===== src/rtl/adc_pkg.sv =====
// adc_pkg: shared state encoding and default sizing for adc and adc_seqctrl
package adc_pkg;

    localparam int ADC_MADC     = 17;
    localparam int ADC_SAMP_CYC = 2;

    typedef enum logic [2:0] {
        ST_IDLE,
        ST_INIT,
        ST_SAMP,
        ST_COMP,
        ST_SLOT
    } adc_seq_state_t;

endpackage


===== src/rtl/adc_bitcap.sv =====
// adc_bitcap: shadow bit capture, result register and one-deep valid/ready/overrun buffer
module adc_bitcap
    import adc_pkg::*;
#(
    parameter int Madc = ADC_MADC,
    parameter int BW   = $clog2(Madc)
) (
    input  logic            clk,
    input  logic            rst,
    input  logic            cap,
    input  logic            last,
    input  logic [BW-1:0]   idx,
    input  logic            comp_out,
    input  logic            result_ready,
    input  logic            ovr_clr,
    output logic [Madc-1:0] result,
    output logic            result_valid,
    output logic            overrun,
    output logic            load
);

    logic [Madc-1:0] shadow;
    logic [Madc-1:0] shadow_nxt;
    logic [BW-1:0]   pos;

    assign pos  = BW'(Madc - 1) - idx;
    assign load = cap & last;

    // shadow with the current slot's decision merged in, so the final bit reaches result on the same edge
    always_comb begin
        shadow_nxt      = shadow;
        shadow_nxt[pos] = comp_out;
    end

    // capture, result load, valid handshake and sticky overrun (set beats clear)
    always_ff @(posedge clk or posedge rst) begin
        if (rst) begin
            shadow       <= '0;
            result       <= '0;
            result_valid <= 1'b0;
            overrun      <= 1'b0;
        end else begin
            if (cap)
                shadow <= shadow_nxt;
            if (load)
                result <= shadow_nxt;
            result_valid <= load | (result_valid & ~result_ready);
            overrun      <= (load & result_valid & ~result_ready) | (overrun & ~ovr_clr);
        end
    end

endmodule


===== src/rtl/adc_seqctrl.sv =====
// adc_seqctrl: SAR conversion sequencer; optional conv_cnt port via ADC_SEQCTRL_CONVCNT_EN
module adc_seqctrl
    import adc_pkg::*;
#(
    parameter int Madc     = ADC_MADC,
    parameter int SAMP_CYC = ADC_SAMP_CYC
) (
    input  logic            clk,
    input  logic            rst,
    input  logic            start,
    output logic            busy,
    output logic            seq_init,
    output logic            seq_samp,
    output logic            seq_comp,
    output logic            seq_update,
    input  logic            comp_out,
    output logic [Madc-1:0] result,
    output logic            result_valid,
    input  logic            result_ready,
    output logic            overrun,
    input  logic            ovr_clr
`ifdef ADC_SEQCTRL_CONVCNT_EN
    ,
    output logic [15:0]     conv_cnt
`endif
);

    localparam int BW = $clog2(Madc);
    localparam int SW = $clog2(SAMP_CYC + 1);

    adc_seq_state_t state;
    logic [BW-1:0]  bit_cnt;
    logic [SW-1:0]  samp_cnt;
    logic           last;
    logic           load;

    assign last = (bit_cnt == BW'(Madc - 1));

    // sequencer FSM; strobes are registered alongside the state they belong to
    always_ff @(posedge clk or posedge rst) begin
        if (rst) begin
            state      <= ST_IDLE;
            bit_cnt    <= '0;
            samp_cnt   <= '0;
            busy       <= 1'b0;
            seq_init   <= 1'b0;
            seq_samp   <= 1'b0;
            seq_comp   <= 1'b0;
            seq_update <= 1'b0;
        end else begin
            unique case (state)
                ST_IDLE: if (start) begin
                    state    <= ST_INIT;
                    busy     <= 1'b1;
                    seq_init <= 1'b1;
                end
                ST_INIT: begin
                    state    <= ST_SAMP;
                    samp_cnt <= '0;
                    seq_init <= 1'b0;
                    seq_samp <= 1'b1;
                end
                ST_SAMP: if (samp_cnt == SW'(SAMP_CYC - 1)) begin
                    state    <= ST_COMP;
                    bit_cnt  <= '0;
                    seq_samp <= 1'b0;
                    seq_comp <= 1'b1;
                end else begin
                    samp_cnt <= samp_cnt + 1'b1;
                end
                ST_COMP: begin
                    state      <= ST_SLOT;
                    seq_comp   <= 1'b0;
                    seq_update <= ~last;
                end
                ST_SLOT: begin
                    seq_update <= 1'b0;
                    if (last) begin
                        state <= ST_IDLE;
                        busy  <= 1'b0;
                    end else begin
                        state    <= ST_COMP;
                        bit_cnt  <= bit_cnt + 1'b1;
                        seq_comp <= 1'b1;
                    end
                end
                default: state <= ST_IDLE;
            endcase
        end
    end

    adc_bitcap #(.Madc(Madc), .BW(BW)) u_bitcap (
        .clk          (clk),
        .rst          (rst),
        .cap          (state == ST_SLOT),
        .last         (last),
        .idx          (bit_cnt),
        .comp_out     (comp_out),
        .result_ready (result_ready),
        .ovr_clr      (ovr_clr),
        .result       (result),
        .result_valid (result_valid),
        .overrun      (overrun),
        .load         (load)
    );

`ifdef ADC_SEQCTRL_CONVCNT_EN
    // completed-conversion counter, wraps naturally at 16 bits
    always_ff @(posedge clk or posedge rst) begin
        if (rst)
            conv_cnt <= '0;
        else if (load)
            conv_cnt <= conv_cnt + 16'd1;
    end
`endif

endmodule


===== config.mk =====
export PLATFORM = sky130hd
export DESIGN_NAME = adc_seqctrl
export DESIGN_NICKNAME = d
export VERILOG_FILES = /design/src/rtl/adc_pkg.sv /design/src/rtl/adc_bitcap.sv /design/src/rtl/adc_seqctrl.sv
export SDC_FILE = /design/constraint.sdc
export NUM_CORES = 1
export LEC_CHECK = 0
export CAP_MARGIN = 20
export CORE_ASPECT_RATIO = 1.2
export CORE_MARGIN = 4
export CORE_UTILIZATION = 45
export CTS_CLUSTER_DIAMETER = 200
export CTS_CLUSTER_SIZE = 12
export DETAILED_ROUTE_END_ITERATION = 10
export GPL_TIMING_DRIVEN = 0
export PLACE_DENSITY_LB_ADDON = 0.25
export SLEW_MARGIN = 5
export SYNTH_ARGS = -nofsm -noshare
export SYNTH_HDL_FRONTEND = slang
export SYNTH_SLANG_ARGS = --single-unit

===== constraint.sdc =====
create_clock -name clk -period 4.1 [get_ports clk]
set_input_delay 0.82 -clock clk [delete_from_list [all_inputs] [get_ports clk]]
set_output_delay 0.82 -clock clk [all_outputs]
set_load 0.05 [all_outputs]

---- Word-level counts from Yosys, hierarchy flattened ----
Cells that the tools add are included.
storage, ports and cells
  flip-flop bits (word level) ............. 51
  bits of input ports ..................... 6
cells by class
  bitwise gates (word level) .............. 10
  equality and inequality tests ........... 11
  $lt $le $gt $ge ......................... 2
  reductions and logical operators ........ 15
  mux-type cells .......................... 22
  $add $sub $neg .......................... 3
operators by type and width
  operator                                                                       count
  17-bit bitwise mux                                                             1
  3-bit one-hot mux with 5 select lines                                          1
  5-bit 2-to-1 mux                                                               2
  2-bit != test (second input constant)                                          5
  5-bit one-hot mux with 2 select lines                                          1
  2-bit nonzero test                                                             5
  3-bit AND reduction                                                            3
  1-bit one-hot mux with 2 select lines                                          4
  2-bit AND reduction                                                            4
  3-bit by 2-bit equality test with 1-bit output (second input constant)         2
  5-bit by 6-bit less-than comparator with 1-bit output (second input constant)  1
  1-bit 2-to-1 mux                                                               6
  3-bit 2-to-1 mux                                                               2
  5-bit by 1-bit adder with 5-bit output (second input constant)                 1
  1-bit AND                                                                      5
  1-bit demux with 5-bit select                                                  1
  5-bit equality test (second input constant)                                    1
  5-bit by 1-bit >= comparator with 1-bit output (second input constant)         1
  5-bit subtractor (first input constant)                                        1
  2-bit 2-to-1 mux                                                               2
  2-bit one-hot mux with 2 select lines                                          1
  3-bit by 1-bit equality test with 1-bit output (second input constant)         1
  3-bit equality test (second input constant)                                    1
  3-bit logical NOT                                                              1
  other kinds (7)                                                                10

---- Longest topological paths before layout ----
Gate-level depths: netlist of the first run.
  word-level depth ........................ 6
  gate-level depth with buffers ........... 11

---- Modules after synthesis ----
Synthesis of the first run repeated with hierarchy kept, for this count alone.
second synthesis, totals
  cells, all modules ...................... 264
  area, all modules ....................... 2,700.1 sq um
modules (own cells, without submodules)
  module       seq. area each (sq um)  cells each  area each (sq um)  instances
  adc_bitcap   900.9                   185         1,896.8            1
  adc_seqctrl  375.4                   79          803.3              1

---- Least setup slack after synthesis of the first run ----
No wires, ideal clock.
  kind .................................... register -> register
  start ................................... register bit_cnt[0]
  end ..................................... register u_bitcap.shadow[2]
  data required time ...................... 3,972 ps
  library setup time ...................... 128 ps
  path slack .............................. 1,614 ps
  data arrival time ....................... 2,358 ps
  stages on the path, launching flop included .. 11
  buffers on the path ..................... 1
  period minus slack after synthesis ...... 2,486 ps
  path through ............................ dfrtp_1 -> inv_1 -> ha_1 -> clkbuf_1 -> nand2b_1 -> nor2_1 -> ha_1 -> nor2b_1 -> nand2_1 -> o21bai_1 -> mux2_1
between the ends
  cells in the longest elaborated chain, start to end .. 6
  elaborated cells between the ends (all ways) .. 7
  classes of those cells .................. add/sub (1); order compare (2); mux (3); reduce/logical (1)
ends and longest elaborated chain
  what                                                                                                                                                  RTL line           RTL
  start: declaration                                                                                                                                    adc_seqctrl.sv:32  logic [BW-1:0] bit_cnt;
  start signal: assignment                                                                                                                              adc_seqctrl.sv:83  bit_cnt <= bit_cnt + 1'b1;
  5-bit subtractor *                                                                                                                                    adc_bitcap.sv:26   assign pos = BW'(Madc - 1) - idx;
  5-bit by 6-bit less-than comparator with 1-bit output (not written as such) / 5-bit by 1-bit >= comparator with 1-bit output (equally long branches)  adc_bitcap.sv:32   shadow_nxt[pos] = comp_out;
  1-bit logical AND (not written as such)                                                                                                               adc_bitcap.sv:32
  1-bit 2-to-1 mux (not written as such)                                                                                                                adc_bitcap.sv:32
  1-bit demux with 5-bit select *                                                                                                                       n/a
  17-bit bitwise mux *                                                                                                                                  adc_bitcap.sv:32
  end signal: assignment                                                                                                                                adc_bitcap.sv:44   shadow <= shadow_nxt;
  end: declaration                                                                                                                                      adc_bitcap.sv:22   logic [Madc-1:0] shadow;
Every way passes the cells marked *; elsewhere a longest branch is shown, timed or not.
A chain may end at the register's enable or synchronous reset.

---- Final worst setup path of the first run ----
  start ................................... register bit_cnt[0]
  end ..................................... register u_bitcap.result[1]
between the ends
  cells in the longest elaborated chain, start to end .. 6
  elaborated cells between the ends (all ways) .. 9
  classes of those cells .................. add/sub (1); order compare (2); eq/ne (1); mux (3); bitwise (1); reduce/logical (1)
ends and longest elaborated chain
  what                                                                                                                                                  RTL line          RTL
  5-bit subtractor                                                                                                                                      adc_bitcap.sv:26
  5-bit by 6-bit less-than comparator with 1-bit output (not written as such) / 5-bit by 1-bit >= comparator with 1-bit output (equally long branches)  adc_bitcap.sv:32
  1-bit logical AND (not written as such)                                                                                                               adc_bitcap.sv:32
  1-bit 2-to-1 mux (not written as such)                                                                                                                adc_bitcap.sv:32
  1-bit demux with 5-bit select                                                                                                                         n/a
  17-bit bitwise mux                                                                                                                                    adc_bitcap.sv:32
  end signal: assignment                                                                                                                                adc_bitcap.sv:46  result <= shadow_nxt;
  end: declaration                                                                                                                                      adc_bitcap.sv:16  output logic [Madc-1:0] result,
Parallel ways exist; a longest one is shown, timed or not.

==> results of run 1 <==
-- worst max-delay path, stage by stage (launching register included) --
cell and delay (ps):
dfrtp_1 480, inv_1 150, ha_1 150, clkbuf_1 250
nand2b_1 230, nor2_1 140, ha_1 310, and4bb_2 290
buf_2 210, clkbuf_1 420, o2111ai_1 200, o211ai_1 130
-- logic make-up after synthesis --
group	count (synthesis)	share of synthesized area [%]
adders and majority gates	6	2.74
DFF	51	46.6
and+or+nand+nor	100	18.0
AOI/OAI and AO/OA	75	18.7
muxes	23	9.22
xor gates and xnor gates	4	1.28
buffers and inverters	24	3.47
-- cell type report --
class,count,share of cell area (%)
clock buffer,6,2.54
buffer,15,1.89
sequential,51,39.3
tap,80,3.08
inverter,9,1.04
timing repair buffer,30,9.55
multi-input combinational,208,42.1
clock inverter,2,0.501
-- routing by layer --
metal  routed length [µm]  track usage, %  share of wire (%)  up-vias
li1                     -               -                  -     1076
met1                 2740            22.5                 45     1050
met2                 3010            30.3                 50       45
met3                  228            2.22                3.8        6
met4                   63            5.59                1.0        0
met5                    0               0                  0        -
-- sequential cells by signal, summed over array words and instances (netlist names) --
name / flops
samp_cnt: 2
seq_samp: 1
seq_init: 1
bit_cnt: 5
u_bitcap.overrun: 1
state: 3
busy: 1
u_bitcap.result_valid: 1
seq_comp: 1
u_bitcap.result: 17
seq_update: 1
u_bitcap.shadow: 17
-- power breakdown --
| group | internal [mW] | total, mW | switching, mW | leakage (nW) |
|---|---|---|---|---|
| Combinational | 0.411 | 1.17 | 0.763 | 0.649 |
| Clock | 0.138 | 0.313 | 0.175 | 0.0474 |
| Sequential | 0.649 | 0.752 | 0.102 | 0.609 |
| Total | 1.20 | 2.24 | 1.04 | 1.31 |
-- metrics by stage --
| stage | power [mW] | std cells | setup WS [ps] |
|---|---|---|---|
| 2_1_floorplan | 1.59 | 283 | 1610 |
| 3_3_place_gp | 1.92 | 392 | 1050 |
| 3_5_place_dp | 1.94 | 393 | 1080 |
| 4_1_cts | 2.26 | 401 | 1050 |
| 5_1_grt | 2.38 | 401 | 798 |
| 6_report | 2.24 | 401 | 1060 |
-- synthesized netlist by cell type (7+ instances only) --
| cell | instances |
|---|---|
| a21oi_1 | 16 |
| clkbuf_1 | 11 |
| dfrtp_1 | 51 |
| inv_1 | 9 |
| mux2_1 | 7 |
| mux2_2 | 11 |
| nand2_1 | 27 |
| nand2b_1 | 12 |
| nor2_1 | 28 |
| o21a_1 | 7 |
| o21ai_0 | 19 |
-- how the worst max path moves through the flow --
| stage | from | depth (start not counted) | end | slack [ps] |
|---|---|---|---|---|
| after detailed placement | bit_cnt[0] | 11 | u_bitcap.result[1] | 1080 |
| final | bit_cnt[0] | 11 | u_bitcap.result[1] | 1060 |
| after floorplan | bit_cnt[0] | 10 | u_bitcap.shadow[2] | 1610 |
| after CTS | bit_cnt[0] | 11 | u_bitcap.result[1] | 1050 |
| after global placement | rst | 2 | u_bitcap.result[12] | 1050 |
| after global routing | bit_cnt[0] | 11 | u_bitcap.result[1] | 800 |
==> impl_metrics.env, run 1 <==
export IMPL_drive_gt1_share_pct=9.66
export IMPL_multi_input_comb_area_um2=1370
export IMPL_worst_r2r_endpoint="u_bitcap.result[1]"
export IMPL_detailed_place_hpwl_mm=4.45
export IMPL_vias_per_cell=5.43
export IMPL_synth_main_ff_cell="dfrtp_1"
export IMPL_fin_crit_ps=3040
export IMPL_cts_setup_buffers=0
export IMPL_rrSetupSlack_ps=1060
export IMPL_synth_nets=295
export IMPL_crit_arrival_ps=3270
export IMPL_fp_dieW_um=79.2
export IMPL_routed_wl_mm=6.04
export IMPL_final_area_um2=3250
export IMPL_avgSynthCellArea_um2=9.68
export IMPL_core_um2=5780
export IMPL_p_per_area_nw_per_um2=689
export IMPL_placed_area_um2=3150
export IMPL_die_h_um=93.5
export IMPL_start_util_pct=47.4
export IMPL_ctsResizeCount=0
export IMPL_hold_buffers=0
export IMPL_path_clk_slew_ps=100
export IMPL_worstSetupPathType="reg -> reg"
export IMPL_syn_to_final_growth_pct=18.6
export IMPL_synth_area_leaders="dfrtp_1 (47%), mux2_2 (4.5%), nor2_1 (3.8%)"
export IMPL_numClockSinks=51
export IMPL_synth_edf_count=0
export IMPL_netlist_instances=283
export IMPL_worst_pin_slew_ps=777
export IMPL_worstReg2RegStart="bit_cnt[0]"
export IMPL_slew_viol_final=0
export IMPL_crit_required_ps=4330
export IMPL_peakVddDrop_uv=328
export IMPL_track_usage_pct=17.5
export IMPL_drv_cap=0
export IMPL_leakagePower_nw=1.31
export IMPL_port_buffers=29
export IMPL_skew_ps=7.43
export IMPL_critPathLaunchType="flop"
export IMPL_synth_top_cell_area_share_pct=46.6
export IMPL_syn_area_um2=2740
export IMPL_final_common_cell="dfrtp_1"
export IMPL_setup_violations=0
export IMPL_yosysTopAreaCell="dfrtp_1"
export IMPL_drt_iter0_drc=122
export IMPL_outcome="complete, no violations"
export IMPL_mostFrequentLayoutCells="dfrtp_1 (51), clkdlybuf4s50_1 (29), nor2_1 (28)"
export IMPL_seq_area_um2=1280
export IMPL_yosys_warnings=0
export IMPL_cts_tree="yes"
export IMPL_vias=2177
export IMPL_ys_ff_latch=51
export IMPL_path_max_fanout=10
export IMPL_ys_types=46
export IMPL_rr_worst_depth=11
export IMPL_htreeDepth=2
export IMPL_drt_pre_antenna_iters=4
export IMPL_postLayoutCoreUtil_pct=56.2
export IMPL_drc_errors=0
export IMPL_clock_fmax_mhz=329
export IMPL_hold_viol=0
export IMPL_cts_buffers=5
export IMPL_tns_ps=0
export IMPL_root_buffer="clkbuf_8"
export IMPL_rsz0062_at_grt="no"
export IMPL_antenna_cells=0
export IMPL_min_path_cells=2
export IMPL_row_count=30
export IMPL_hp_class="reg -> reg"
export IMPL_grt_max_degree=27
export IMPL_nNetsFinal=332
export IMPL_grt_pass1_vias=2168
export IMPL_hp_start="u_bitcap.result[12]"
export IMPL_seq_area_frac_synth_pct=46.6
export IMPL_worstHoldEndpoint="u_bitcap.result[12]"
export IMPL_async_reset_ff_share_pct=100
export IMPL_fill_cells=564
export IMPL_io_pins=30
export IMPL_gp_congestion=0.861
export IMPL_clock_latency_ps=310
export IMPL_wire_per_inst_um=15.0
export IMPL_cts_path_max_buffers=2
export IMPL_ant_nets=0
export IMPL_relSlewSlack_pct=48.1
export IMPL_critPathCaptureType="flop"
export IMPL_antenna_found_initial=0
export IMPL_fin_crit_sh_pct=74.1
export IMPL_grt_overflow_total=0
export IMPL_hold_ws_ps=482
export IMPL_grt_pass1_wl_mm=10.3
export IMPL_die_area_um2=7410
(Power assumes the default switching activity.)
==> run 2: changes to the inputs <==
==> constraint.sdc (replaced) <==
create_clock -name clk -period 2.6 [get_ports clk]
set_input_delay 0.52 -clock clk [delete_from_list [all_inputs] [get_ports clk]]
set_output_delay 0.52 -clock clk [all_outputs]
set_load 0.05 [all_outputs]
==> impl_metrics.env, run 2 (synthesis gave the netlist of run 1 again) <==
export IMPL_routed_wl_mm=6.14
export IMPL_critPathCaptureType="flop"
export IMPL_largestRegisters="u_bitcap.result (17), u_bitcap.shadow (17), bit_cnt (5)"
export IMPL_cp_cell_sequence="inv_1, ha_4, nand2b_4, nor2_1, ha_2, nor2b_4, nand2_1, o21bai_1, mux2_1"
export IMPL_die_area_um2=7410
export IMPL_grt_overflow_total=0
export IMPL_drt_iter0_drc=117
export IMPL_vias_per_cell=5.52
export IMPL_pwr_share_comb_pct=53.4
export IMPL_detailed_place_hpwl_mm=4.45
export IMPL_track_usage_pct=17.6
export IMPL_hold_ws_ps=481
export IMPL_swShare_pct=46.6
export IMPL_mostFrequentLayoutCells="dfrtp_1 (49), clkdlybuf4s50_1 (29), nor2_1 (28)"
export IMPL_gp_congestion=0.861
export IMPL_rsz0062_at_grt="no"
export IMPL_syn_to_final_growth_pct=20.7
export IMPL_max_stage_delay_ps=480
export IMPL_row_count=30
export IMPL_fill_cells=562
export IMPL_fin_ws_ps=124
export IMPL_path_buf_inv=1
export IMPL_worstHoldEndpoint="u_bitcap.result[12]"
export IMPL_cts_buffers=5
export IMPL_power_frac_clock_pct=13.7
export IMPL_htreeDepth=2
export IMPL_peakVddDrop_uv=547
export IMPL_grt_max_degree=27
export IMPL_clock_latency_ps=310
export IMPL_leakagePower_nw=1.31
export IMPL_worst_pin_slew_ps=704
export IMPL_critPathLaunchType="flop"
export IMPL_cts_tree="yes"
export IMPL_drc_errors=0
export IMPL_slew_viol_final=0
export IMPL_relSlewSlack_pct=53.0
export IMPL_fin_crit_sh_pct=95.2
export IMPL_fin_crit_ps=2480
export IMPL_p_int_mw=1.93
export IMPL_grt_pass1_wl_mm=10.4
export IMPL_drt_pre_antenna_iters=4
export IMPL_start_util_pct=47.4
export IMPL_crit_slowest_cell="dfrtp_2"
export IMPL_cts_setup_buffers=0
export IMPL_crit_arrival_ps=2680
export IMPL_hp_start="u_bitcap.result[12]"
export IMPL_grt_pass1_vias=2175
export IMPL_worstReg2RegStart="bit_cnt[0]"
export IMPL_hp_class="reg -> reg"
export IMPL_path_max_fanout=9
export IMPL_numClockSinks=51
export IMPL_antenna_cells=0
export IMPL_core_um2=5780
export IMPL_io_pins=30
export IMPL_setup_violations=0
export IMPL_p_per_area_nw_per_um2=1090
export IMPL_port_buffers=29
export IMPL_final_common_cell="dfrtp_1"
export IMPL_hold_viol=0
export IMPL_nNetsFinal=331
export IMPL_die_h_um=93.5
export IMPL_wire_per_inst_um=15.4
export IMPL_seq_power_share_pct=32.9
export IMPL_root_buffer="clkbuf_8"
export IMPL_ctsResizeCount=7
export IMPL_preCtsSetupSlack_ps=-422
export IMPL_worstSetupPathType="reg -> reg"
export IMPL_vias=2208
export IMPL_ant_nets=0
export IMPL_cts_path_max_buffers=2
export IMPL_worst_r2r_endpoint="u_bitcap.shadow[3]"
export IMPL_hold_buffers=0
export IMPL_min_path_cells=2
export IMPL_final_cells=400
export IMPL_switchingPower_mw=1.68
export IMPL_rrSetupSlack_ps=120
export IMPL_crit_required_ps=2800
export IMPL_rr_worst_depth=9
export IMPL_clock_fmax_mhz=404
export IMPL_antenna_found_initial=0
export IMPL_path_clk_slew_ps=90
export IMPL_critical_path_top_delay_family="adder cells"
export IMPL_postLayoutCoreUtil_pct=57.2
export IMPL_drv_cap=0
export IMPL_skew_ps=8.84
export IMPL_drive_gt1_share_pct=13.4
export IMPL_dp_cells=393
export IMPL_outcome="complete, no violations"
export IMPL_fp_dieW_um=79.2
-- run 2: layout make-up --
type	count	area, µm²	share of cell area [%]
Timing Repair Buffer	30	310	9.38
Sequential cell	51	1280	38.7
Clock buffer	6	82.6	2.50
Multi-Input combinational cell	208	1430	43.1
Clock inverter	2	16.3	0.492
Inverter	9	33.8	1.02
Buffer	14	58.8	1.78
Tap cell	80	100	3.03
-- run 2: worst max-delay path by stage --
stage / startpoint / to / slack (ps) / depth (start not counted)
CTS: bit_cnt[0] / u_bitcap.shadow[7] / 10 / 9
global placement: bit_cnt[0] / u_bitcap.result[1] / -410 / 11
detailed placement: bit_cnt[0] / u_bitcap.result[1] / -420 / 11
floorplan: bit_cnt[0] / u_bitcap.shadow[2] / 110 / 10
finish: bit_cnt[0] / u_bitcap.shadow[3] / 120 / 9
global route: bit_cnt[0] / u_bitcap.shadow[3] / 4 / 9
-- run 2: power by group through the flow --
stage	Clock, mW	Sequential [mW]	Combinational [mW]
after floorplan	0	1.72	0.785
after global placement	0	1.19	1.84
after detailed placement	0	1.20	1.86
after CTS	0.507	1.19	1.88
after global routing	0.536	1.22	2.08
final	0.494	1.19	1.93
-- run 2: metrics by stage --
step / total power [mW] / instance area (µm²) / TNS, ps
after floorplan: 2.51 / 2740 / 0
after global placement: 3.02 / 3130 / -14110
after detailed placement: 3.06 / 3150 / -7730
after CTS: 3.58 / 3260 / 0
after global routing: 3.84 / 3310 / 0
final: 3.61 / 3310 / 0
-- run 2: layer usage --
layer  up-vias  GRT usage (%)  part of all wire [%]
met3         9           2.22                   4.0
met5         -              0                     0
li1       1075              -                     -
met1      1079           22.5                    44
met2        45           30.8                    50
met4         0           5.59                   1.4
-- run 2: worst min-delay path, cell delays in order, from the launching register on --
cell	delay, ps
dfrtp_1	350
nand2_1	40
o21ai_0	60
